===== src/rtl/ucie_ctl_rx_pkg.sv =====
// ucie_ctl_rx_pkg
// Shared definitions for the UCIe controller RX flit assembler slice:
//   - rx_state_e     : assembler FSM state encoding (IDLE / FILL / FULL)
//   - DEF_NBYTES     : default bytes per FDI input word
//   - DEF_FLIT_WORDS : default words per assembled flit
//   - word_width()   : bits per input word for a given byte count
//   - flit_width()   : bits per flit for a given byte count and word count
package ucie_ctl_rx_pkg;

  typedef enum logic [1:0] {
    IDLE = 2'd0,
    FILL = 2'd1,
    FULL = 2'd2
  } rx_state_e;

  localparam int DEF_NBYTES     = 4;
  localparam int DEF_FLIT_WORDS = 4;

  function automatic int word_width(input int nbytes);
    return 8 * nbytes;
  endfunction

  function automatic int flit_width(input int nbytes, input int words);
    return 8 * nbytes * words;
  endfunction

endpackage


===== src/rtl/ucie_ctl_rx_parity_chk.sv =====
// ucie_ctl_rx_parity_chk
// Combinational even-parity check over a flit. The top byte of the flit
// carries the XOR of all other bytes, so XOR-ing every byte together gives
// zero for an intact flit; any nonzero result flags an error.
// Only compiled when UCIE_CTL_RX_PARITY_EN is defined, so the default build
// contains no parity logic at all.
// Ports:
//   i_flit : F-bit flit to check (F must be a multiple of 8)
//   o_err  : 1 when the byte-wise XOR of the flit is nonzero
`ifdef UCIE_CTL_RX_PARITY_EN
module ucie_ctl_rx_parity_chk #(
  parameter int F = 128
) (
  input  logic [F-1:0] i_flit,
  output logic         o_err
);

  logic [7:0] byte_xor;

  always_comb begin
    byte_xor = 8'h00;
    for (int i = 0; i < F / 8; i++) begin
      byte_xor = byte_xor ^ i_flit[i*8 +: 8];
    end
    o_err = |byte_xor;
  end

endmodule
`endif


===== src/rtl/ucie_ctl_rx_flit_assembler.sv =====
// ucie_ctl_rx_flit_assembler
// Packs FLIT_WORDS consecutive words from the RX buffer (FDI side) into one
// flit and offers it to the protocol layer over a valid/ready handshake.
// One assembly register plus one output register let a complete flit wait
// in the assembler while the previous one is still held at the output.
// Optional feature: define UCIE_CTL_RX_PARITY_EN to check the flit's
// trailing parity byte; otherwise o_parity_err is tied low.
// Ports:
//   i_clk, i_rst          : clock, asynchronous active-high reset
//   i_asm_en              : assembler enable (0 returns to IDLE, discards)
//   i_fdi_data/_valid     : input word stream, no backpressure
//   i_overflow_detected   : RX buffer overflow, aborts a partial flit
//   i_flit_ready          : protocol layer accepts the presented flit
//   o_flit_data/_valid    : assembled flit (word 0 in the low bits)
//   o_drop_err            : 1-cycle pulse, word dropped while assembler full
//   o_abort               : 1-cycle pulse, partial flit discarded
//   o_parity_err          : parity error of the presented flit
module ucie_ctl_rx_flit_assembler
  import ucie_ctl_rx_pkg::*;
#(
  parameter int NBYTES     = DEF_NBYTES,
  parameter int FLIT_WORDS = DEF_FLIT_WORDS,
  localparam int W         = word_width(NBYTES),
  localparam int F         = flit_width(NBYTES, FLIT_WORDS),
  localparam int CNT_W     = $clog2(FLIT_WORDS)
) (
  input  logic         i_clk,
  input  logic         i_rst,
  input  logic         i_asm_en,
  input  logic [W-1:0] i_fdi_data,
  input  logic         i_fdi_data_valid,
  input  logic         i_overflow_detected,
  input  logic         i_flit_ready,
  output logic [F-1:0] o_flit_data,
  output logic         o_flit_valid,
  output logic         o_drop_err,
  output logic         o_abort,
  output logic         o_parity_err
);

  localparam logic [CNT_W-1:0] LAST = CNT_W'(FLIT_WORDS - 1);

  rx_state_e                         state_q, state_d;
  logic [CNT_W-1:0]                  cnt_q, cnt_d;
  logic [FLIT_WORDS-1:0][W-1:0]      asm_q, asm_d;
  logic [F-1:0]                      flit_data_d;
  logic                              flit_valid_d;
  logic                              drop_d;
  logic                              abort_d;
  logic                              load;
  logic [F-1:0]                      load_data;
  logic                              out_free;

  // The output register can take a new flit when empty or when its current
  // flit is being accepted in this same cycle.
  assign out_free = !o_flit_valid || i_flit_ready;

  // Next-state and datapath control. Priority inside FILL/FULL:
  // disable first, then overflow abort, then normal word handling.
  always_comb begin
    state_d   = state_q;
    cnt_d     = cnt_q;
    asm_d     = asm_q;
    load      = 1'b0;
    load_data = asm_q;
    drop_d    = 1'b0;
    abort_d   = 1'b0;

    case (state_q)
      IDLE: begin
        if (i_asm_en) begin
          state_d = FILL;
        end
      end

      FILL: begin
        if (!i_asm_en) begin
          state_d = IDLE;
          cnt_d   = '0;
        end else if (i_overflow_detected &&
                     ((cnt_q != '0) || i_fdi_data_valid)) begin
          cnt_d   = '0;
          abort_d = 1'b1;
        end else if (i_fdi_data_valid) begin
          asm_d[cnt_q] = i_fdi_data;
          if (cnt_q == LAST) begin
            if (out_free) begin
              // Bypass the last word straight into the output register so
              // back-to-back flits run without a bubble.
              load      = 1'b1;
              load_data = asm_d;
              cnt_d     = '0;
            end else begin
              state_d = FULL;
            end
          end else begin
            cnt_d = cnt_q + CNT_W'(1);
          end
        end
      end

      FULL: begin
        if (!i_asm_en) begin
          state_d = IDLE;
          cnt_d   = '0;
        end else begin
          // Every word seen here is lost, including one arriving in the
          // cycle the held flit moves to the output.
          drop_d = i_fdi_data_valid;
          if (out_free) begin
            load      = 1'b1;
            load_data = asm_q;
            cnt_d     = '0;
            state_d   = FILL;
          end
        end
      end

      default: begin
        state_d = IDLE;
        cnt_d   = '0;
      end
    endcase
  end

  // Output register: holds its flit until accepted, reloads on a new flit.
  always_comb begin
    flit_valid_d = o_flit_valid && !i_flit_ready;
    flit_data_d  = o_flit_data;
    if (load) begin
      flit_valid_d = 1'b1;
      flit_data_d  = load_data;
    end
  end

  // FSM state register.
  always_ff @(posedge i_clk or posedge i_rst) begin
    if (i_rst) begin
      state_q <= IDLE;
    end else begin
      state_q <= state_d;
    end
  end

  // Datapath and output registers.
  always_ff @(posedge i_clk or posedge i_rst) begin
    if (i_rst) begin
      cnt_q        <= '0;
      asm_q        <= '0;
      o_flit_data  <= '0;
      o_flit_valid <= 1'b0;
      o_drop_err   <= 1'b0;
      o_abort      <= 1'b0;
    end else begin
      cnt_q        <= cnt_d;
      asm_q        <= asm_d;
      o_flit_data  <= flit_data_d;
      o_flit_valid <= flit_valid_d;
      o_drop_err   <= drop_d;
      o_abort      <= abort_d;
    end
  end

`ifdef UCIE_CTL_RX_PARITY_EN
  logic load_parity_err;

  ucie_ctl_rx_parity_chk #(
    .F (F)
  ) u_parity_chk (
    .i_flit (load_data),
    .o_err  (load_parity_err)
  );

  // Parity status is captured with the flit and held alongside it.
  always_ff @(posedge i_clk or posedge i_rst) begin
    if (i_rst) begin
      o_parity_err <= 1'b0;
    end else if (load) begin
      o_parity_err <= load_parity_err;
    end
  end
`else
  assign o_parity_err = 1'b0;
`endif

endmodule


===== config.mk =====
export PLATFORM = sky130hd
export DESIGN_NAME = ucie_ctl_rx_flit_assembler
export DESIGN_NICKNAME = d
export VERILOG_FILES = /design/src/rtl/ucie_ctl_rx_pkg.sv /design/src/rtl/ucie_ctl_rx_parity_chk.sv /design/src/rtl/ucie_ctl_rx_flit_assembler.sv
export SDC_FILE = /design/constraint.sdc
export NUM_CORES = 1
export LEC_CHECK = 0
export BUFFER_PORTS_ARGS = -buffer_cell sky130_fd_sc_hd__buf_2
export CAP_MARGIN = 30
export CELL_PAD_IN_SITES_DETAIL_PLACEMENT = 1
export CELL_PAD_IN_SITES_GLOBAL_PLACEMENT = 2
export CORE_UTILIZATION = 35
export CTS_BUF_LIST = sky130_fd_sc_hd__clkbuf_8
export CTS_CLUSTER_DIAMETER = 200
export CTS_CLUSTER_SIZE = 10
export DETAILED_ROUTE_END_ITERATION = 6
export PLACE_DENSITY_LB_ADDON = 0.1
export SYNTH_ARGS = -nofsm -noshare
export SYNTH_HDL_FRONTEND = slang
export SYNTH_SLANG_ARGS = --single-unit

===== constraint.sdc =====
create_clock -name i_clk -period 11.5 [get_ports i_clk]
set_input_delay 2.3 -clock i_clk [delete_from_list [all_inputs] [get_ports i_clk]]
set_output_delay 2.3 -clock i_clk [all_outputs]
set_load 0.02 [all_outputs]

==> results of run 1 <==
## state kept, by name, indices dropped and copies added (netlist names)
signal and cells:
o_drop_err 1, o_flit_data 128, o_flit_valid 1, asm_q 128
cnt_q 2, o_abort 1, state_q 2
## critical path: stages
cell and delay, ns:
buf_2 0.17, and4b_1 0.59, nand2_2 0.69, mux2_1 0.55
## worst paths after layout
| kind | to | slack, ns | cells past startpoint |
|---|---|---|---|
| worst max-delay path | asm_q[111] | 7.64 | 4 |
| worst min-delay path | o_flit_data[49] | 0.48 | 2 |
| worst max register to register | asm_q[111] | 8.79 | 5 |
| worst min register to register | o_flit_data[49] | 0.48 | 2 |
| max in group asynchronous | o_flit_data[9] | 8.42 | 4 |
| min in group asynchronous | o_flit_data[57] | 1.62 | 2 |
## metrics by stage
| step | cells | area (sq um) |
|---|---|---|
| after CTS | 1443 | 12800 |
| after global routing | 1444 | 12800 |
| after detailed placement | 1411 | 12400 |
| after floorplan | 888 | 11200 |
| after global placement | 1406 | 12300 |
| final | 1444 | 12800 |
## kinds of logic after synthesis
kind of cell	synth area share (%)
multiplexers	24.4
AND/OR/NAND/NOR	6.17
buffers and inverters	3.37
AO/OA/AOI/OAI	6.40
other	0.0334
adder cells (fa/ha/maj)	1.00
flip-flops	58.7
## layout by cell type, fill, tap and decap left out
cell	synthesis	final
o211ai_1	2	2
mux2_2	114	114
conb_1	1	1
and3b_1	1	1
nand2_2	3	4
nor2b_1	3	3
o21ai_0	38	38
buf_4	6	2
o21ai_1	91	91
buf_16	0	1
nor3_1	1	1
a21oi_1	4	4
mux2_1	14	14
inv_8	0	1
a31oi_1	1	1
mux2i_1	129	129
inv_6	0	1
nand2_1	133	132
and2_1	1	1
and4b_1	2	2
o2111ai_4	0	1
nand3_2	1	1
nor2_1	3	3
nand4_4	2	2
and3_1	2	2
clkbuf_8	0	31
inv_1	5	4
buf_12	0	7
buf_2	26	168
o21bai_1	1	1
and4_1	1	1
nand3_1	1	1
dfrtp_1	263	263
nand2b_1	2	2
o2111ai_1	1	1
nand4_1	2	2
ha_1	9	9
## cell usage after synthesis (2+ instances only)
master	count
a21oi_1	4
and3_1	2
and4b_1	2
buf_2	26
buf_4	6
buf_6	12
clkbuf_1	9
clkbuf_2	3
dfrtp_1	263
ha_1	9
inv_1	5
mux2_1	14
mux2_2	114
mux2i_1	129
nand2_1	133
nand2_2	3
nand2b_1	2
nand4_1	2
nand4_4	2
nor2_1	3
nor2b_1	3
o211ai_1	2
o21ai_0	38
o21ai_1	91
## layer usage
| layer | vias to the layer above | wire, um | global-route usage, % |
|---|---|---|---|
| li1 | 3369 | - | - |
| met3 | 34 | 852 | 2.48 |
| met5 | - | 0 | 0 |
| met4 | 0 | 456 | 3.53 |
| met1 | 3627 | 13200 | 24.6 |
| met2 | 121 | 12500 | 27.0 |
## power by group
| part | total, mW | switching [mW] | internal, mW |
|---|---|---|---|
| clock network | 0.564 | 0.324 | 0.239 |
| logic | 0.269 | 0.126 | 0.144 |
| registers | 1.09 | 0.0541 | 1.04 |
## area by class of cell
type	count	area [sq um]	share of cell area [%]
Clock buffer	31	427	3.32
Clock inverter	1	8.76	0.0682
Inverter	5	26.3	0.205
Multi-Input combinational cell	564	4270	33.3
Sequential cell	263	6580	51.2
Tap cell	402	503	3.92
Timing Repair Buffer	178	1020	7.97
==> impl_metrics.ini, run 1 <==
[drt]
dr.first_iter.drc_count = 274
drcViolationCount = 0
viasPerCell = 4.95
wl_per_cell_um = 18.7
ant_nets = 0
vias = 7151
wirelength_um = 27000
drt-pass1-iter-count = 4

[sta]
setup_viol = 0
max_freq_mhz = 259
min_period_ns = 3.86
tightest_slew_ns = 1.12
finalHoldViolCount = 0
fin_crit_sh_pct = 33.6
hold_ws_ns = 0.480
relSlewSlack_pct = 25.0
skew_ns = 0.0186
finalSetupTns_ns = 0
finalWorstSetupSlack_ns = 7.64
rsz0062_at_grt = false
slew_viol_final = 0

[clock_network]
cts-hold-fix-buffers = 0
cts.path.max_buffers = 3
htreeDepth = 1
root_buffer = clkbuf_8
clk_pin_slew_ns = 0.07
insertion_delay_ns = 0.58
postCtsSetupBuffers = 0
numCtsBuffers = 30
cts.repair.resized = 0
tritoncts = done
clock-sinks = 263

[finish]
num-fill-cells = 3429
antennaDiodeCount = 0
drive_gt1_share_pct = 32.0
final_core_util_pct = 40.7
num-nets-final = 1089
area_growth_pct = 14.5

[die]
die_h_um = 181
core-area_sq_um = 31600
rows = 65
die_w_um = 181
floorplan.initialDensity_pct = 35.6
pin_count = 170
dieArea_sq_um = 32800

[grt]
grtUsageTotal_pct = 17.0
grt_pass1_wl_um = 43900
antenna_found_initial = 0
grt_overflow_total = 0
grt_pass1_vias = 7598
grt_max_degree = 258

[logic_synthesis]
syn-num-nets = 935
synth_top_flop_cell = dfrtp_1
syn-cell-area_sq_um = 11200
synthTopCellsByArea = dfrtp_1 59%, mux2i_1 12%, mux2_2 11%
synth_area_leader_cell = dfrtp_1
synth_async_sr_flop_share_pct = 100
ys_warn_count = 0
synth_edf_count = 0
avgSynthCellArea_sq_um = 12.6
syn_inst = 888
ys_seq_elements = 263
netlist-cell-type-count = 35
synth-seq-area-share_pct = 58.7
synth_top_area_share_pct = 58.7

[critical_path]
crit_path_end_kind = flop
cp-startpoint = i_asm_en
critPathMaxFanout = 31
crit_required_ns = 11.95
r2r_start = state_q[1]
arrival_ns = 4.31
worstSetupPathType = input port to flop
startpoint_type = input port

[place]
io_buffers = 168
detailed_place_hpwl_um = 17000
dp_slack_ns = 7.01
place_congestion = 0.687

[min_path]
hp-class = flop to flop
hold_start = o_flit_data[49]

[pwr]
ir_worst_vdd_uv = 65.7
powerDensity_nw_per_um2 = 150
power_mw = 1.92
leakage_nw = 7.18

[job]
max_cap_violations = 0

[run_status]
outcome = complete, no violations
(Power assumes the default switching activity.)
==> run 2: changes to the inputs <==
Settings changed: ABC_AREA set to 1, CORE_UTILIZATION 35 to 31.
Clock period 11.5 ns to 3.4 ns, I/O delays scaled along.
==> run 2 against run 1 <==
  * Worst hold slack worse by 0.29 ns
  * Count of clock-buffer cells in the layout is the same
  * Clock skew hardly changed
  * Setup slack got worse by 6.7 ns
  * Via count is 66% higher
==> impl_metrics.ini, run 2 <==
[finish]
antennaDiodeCount = 0
num-nets-final = 1947
fin_area_sq_um = 14900
num-fill-cells = 5082
stdcell_count = 2432
layout_common_cells = 761 x nand2_1, 263 x dfrtp_1, 191 x nand3_1, 171 x inv_1, 171 x o21ai_0
area_growth_pct = 14.1
drive_gt1_share_pct = 12.9
reg.largest.list = asm_q: 128 flops, o_flit_data: 128 flops
final_common_cell = nand2_1

[grt]
grt_pass1_vias = 12400
grt_max_degree = 119
antenna_found_initial = 0
grt_pass1_wl_um = 75400
grtUsageTotal_pct = 22.5
grt_overflow_total = 0

[critical_path]
cp_top_family = buffers and inverters
arrival_ns = 2.96
crit_buf_inv = 2
crit_top_cell = nand2_1
max_stage_delay_ns = 0.71
cpMaxStageDelayCell = clkinv_1
startpoint_type = flop
worstSetupPathType = flop to flop
critPathMaxFanout = 22
crit_path_end_kind = flop
crit_required_ns = 3.92
crit_path_cell_trace = ha_1, nand2_1, clkinv_1, buf_12, nand2_1, nand2_1, nand2_1, nand2_1

[sta]
max_freq_mhz = 409
setup_viol = 0
skew_ns = 0.0189
finalSetupTns_ns = 0
min_period_ns = 2.44
finalHoldViolCount = 0
slew_viol_final = 0
relSlewSlack_pct = 42.6
fin_crit_sh_pct = 71.9
rsz0062_at_grt = false
tightest_slew_ns = 0.856

[pwr]
power_mw = 10.6
powerDensity_nw_per_um2 = 712
ir_worst_vdd_uv = 290
leakage_nw = 8.03

[run_status]
outcome = complete, no violations

[job]
max_cap_violations = 0

[clock_network]
postCtsSetupBuffers = 0
clk_pin_slew_ns = 0.09
cts.path.max_buffers = 3
htreeDepth = 1
cts.repair.resized = 0
tritoncts = done
root_buffer = clkbuf_8
clock-sinks = 263
numCtsBuffers = 30
cts-hold-fix-buffers = 0
insertion_delay_ns = 0.63

[min_path]
hp-class = input port to async pin

[die]
die_h_um = 207
dieArea_sq_um = 43000
floorplan.initialDensity_pct = 31.7
die_w_um = 207
core-area_sq_um = 41200
pin_count = 170
rows = 74

[drt]
drcViolationCount = 0
drt-pass1-iter-count = 5
ant_nets = 0
wl_per_cell_um = 19.5
dr.first_iter.drc_count = 638
vias = 11900
viasPerCell = 4.88
wirelength_um = 47300

[logic_synthesis]
ys_seq_elements = 263
syn_inst = 1780
synth_commonest_cells = 761 x nand2_1, 263 x dfrtp_1, 191 x nand3_1
synth-seq-area-share_pct = 50.4
synthTopCellsByArea = dfrtp_1 50%, nand2_1 22%, nand3_1 7.3%
avgSynthCellArea_sq_um = 7.34
synthMostInstantiatedCell = nand2_1
synth_top_area_share_pct = 50.4
syn-num-nets = 1827
synth_top_flop_cell = dfrtp_1
synth_edf_count = 0
synth_area_leader_cell = dfrtp_1
ys_warn_count = 0
synth_async_sr_flop_share_pct = 100
syn-cell-area_sq_um = 13100
netlist-cell-type-count = 21

[place]
io_buffers = 168
detailed_place_hpwl_um = 31200
placed_cell_area_sq_um = 14500
place_congestion = 0.770
placed_cells = 2400
[run 2: changes by cell type after synthesis, sizes merged, moves of 3 or more]
cell / previous run / this run
nand2: 136 / 761
mux2i: 129 / 0
buf: 44 / 72
clkbuf: 12 / 42
nor2b: 3 / 0
inv: 5 / 174
nor2: 3 / 50
mux2: 128 / 0
o21bai: 1 / 22
a21oi: 4 / 18
nand3: 2 / 191
o21ai: 129 / 171
[run 2: final timing paths]
path	from	slack [ns]	cells after the start	end
worst min-delay path	i_rst	0.19	2	o_flit_data[113]
min in group i_clk	i_fdi_data[2]	0.31	3	asm_q[98]
worst max register to register	cnt_q[0]	0.96	8	o_flit_data[39]
worst max-delay path	cnt_q[0]	0.96	8	o_flit_data[39]
worst min register to register	o_flit_data[12]	0.48	2	o_flit_data[12]
max in group asynchronous	i_rst	2.36	4	asm_q[28]
[run 2: through the flow]
step	util [%]	worst slack (ns)	hold WS [ns]
detailed placement	35.1	0.571	0.461
global route	36.2	0.682	0.210
floorplan	-	-0.750	0.469
finish	36.2	0.957	0.188
CTS	36.2	0.915	0.174
global placement	35.1	0.636	0.460
[run 2: worst reg2reg max path, delay by kind of cell, from the launching register on]
kind                       cells  cell delay, ns
buffers and inverters          2            1.17
DFF                            1            0.47
and+or+nand+nor                5            0.46
adders and majority gates      1            0.25
[run 2: kinds of logic after synthesis]
logic type,after synthesis,synth area share (%)
buf+inv,290,9.18
simple gates,1005,30.9
flops,263,50.4
other cells,1,0.0287
compound gates,212,8.59
fa+ha+maj,9,0.862
[run 2: layer usage]
layer  share of wire, %  track usage, %  wire [um]  up-vias
li1                   -               -          -     5722
met1                 48            31.9      22900     5897
met2                 47            36.9      22100      201
met3                2.7            2.22       1280       51
met4                2.4            5.56       1130        0
met5                  0               0          0        -
[run 2: layout make-up]
| cell class | count | area [sq um] | share of cell area [%] |
|---|---|---|---|
| clock inverters | 1 | 8.76 | 0.0588 |
| flip-flops and latches | 263 | 6580 | 44.2 |
| well taps | 532 | 666 | 4.47 |
| inverters | 176 | 664 | 4.46 |
| repair buffers | 202 | 1230 | 8.28 |
| multi-input cells | 1227 | 5320 | 35.7 |
| clock buffers | 31 | 427 | 2.86 |
[run 2: report_power, final]
| part | total (mW) | internal [mW] | switching, mW |
|---|---|---|---|
| clock | 1.98 | 0.809 | 1.17 |
| sequential | 4.75 | 4.10 | 0.648 |
| combinational | 3.88 | 1.27 | 2.61 |
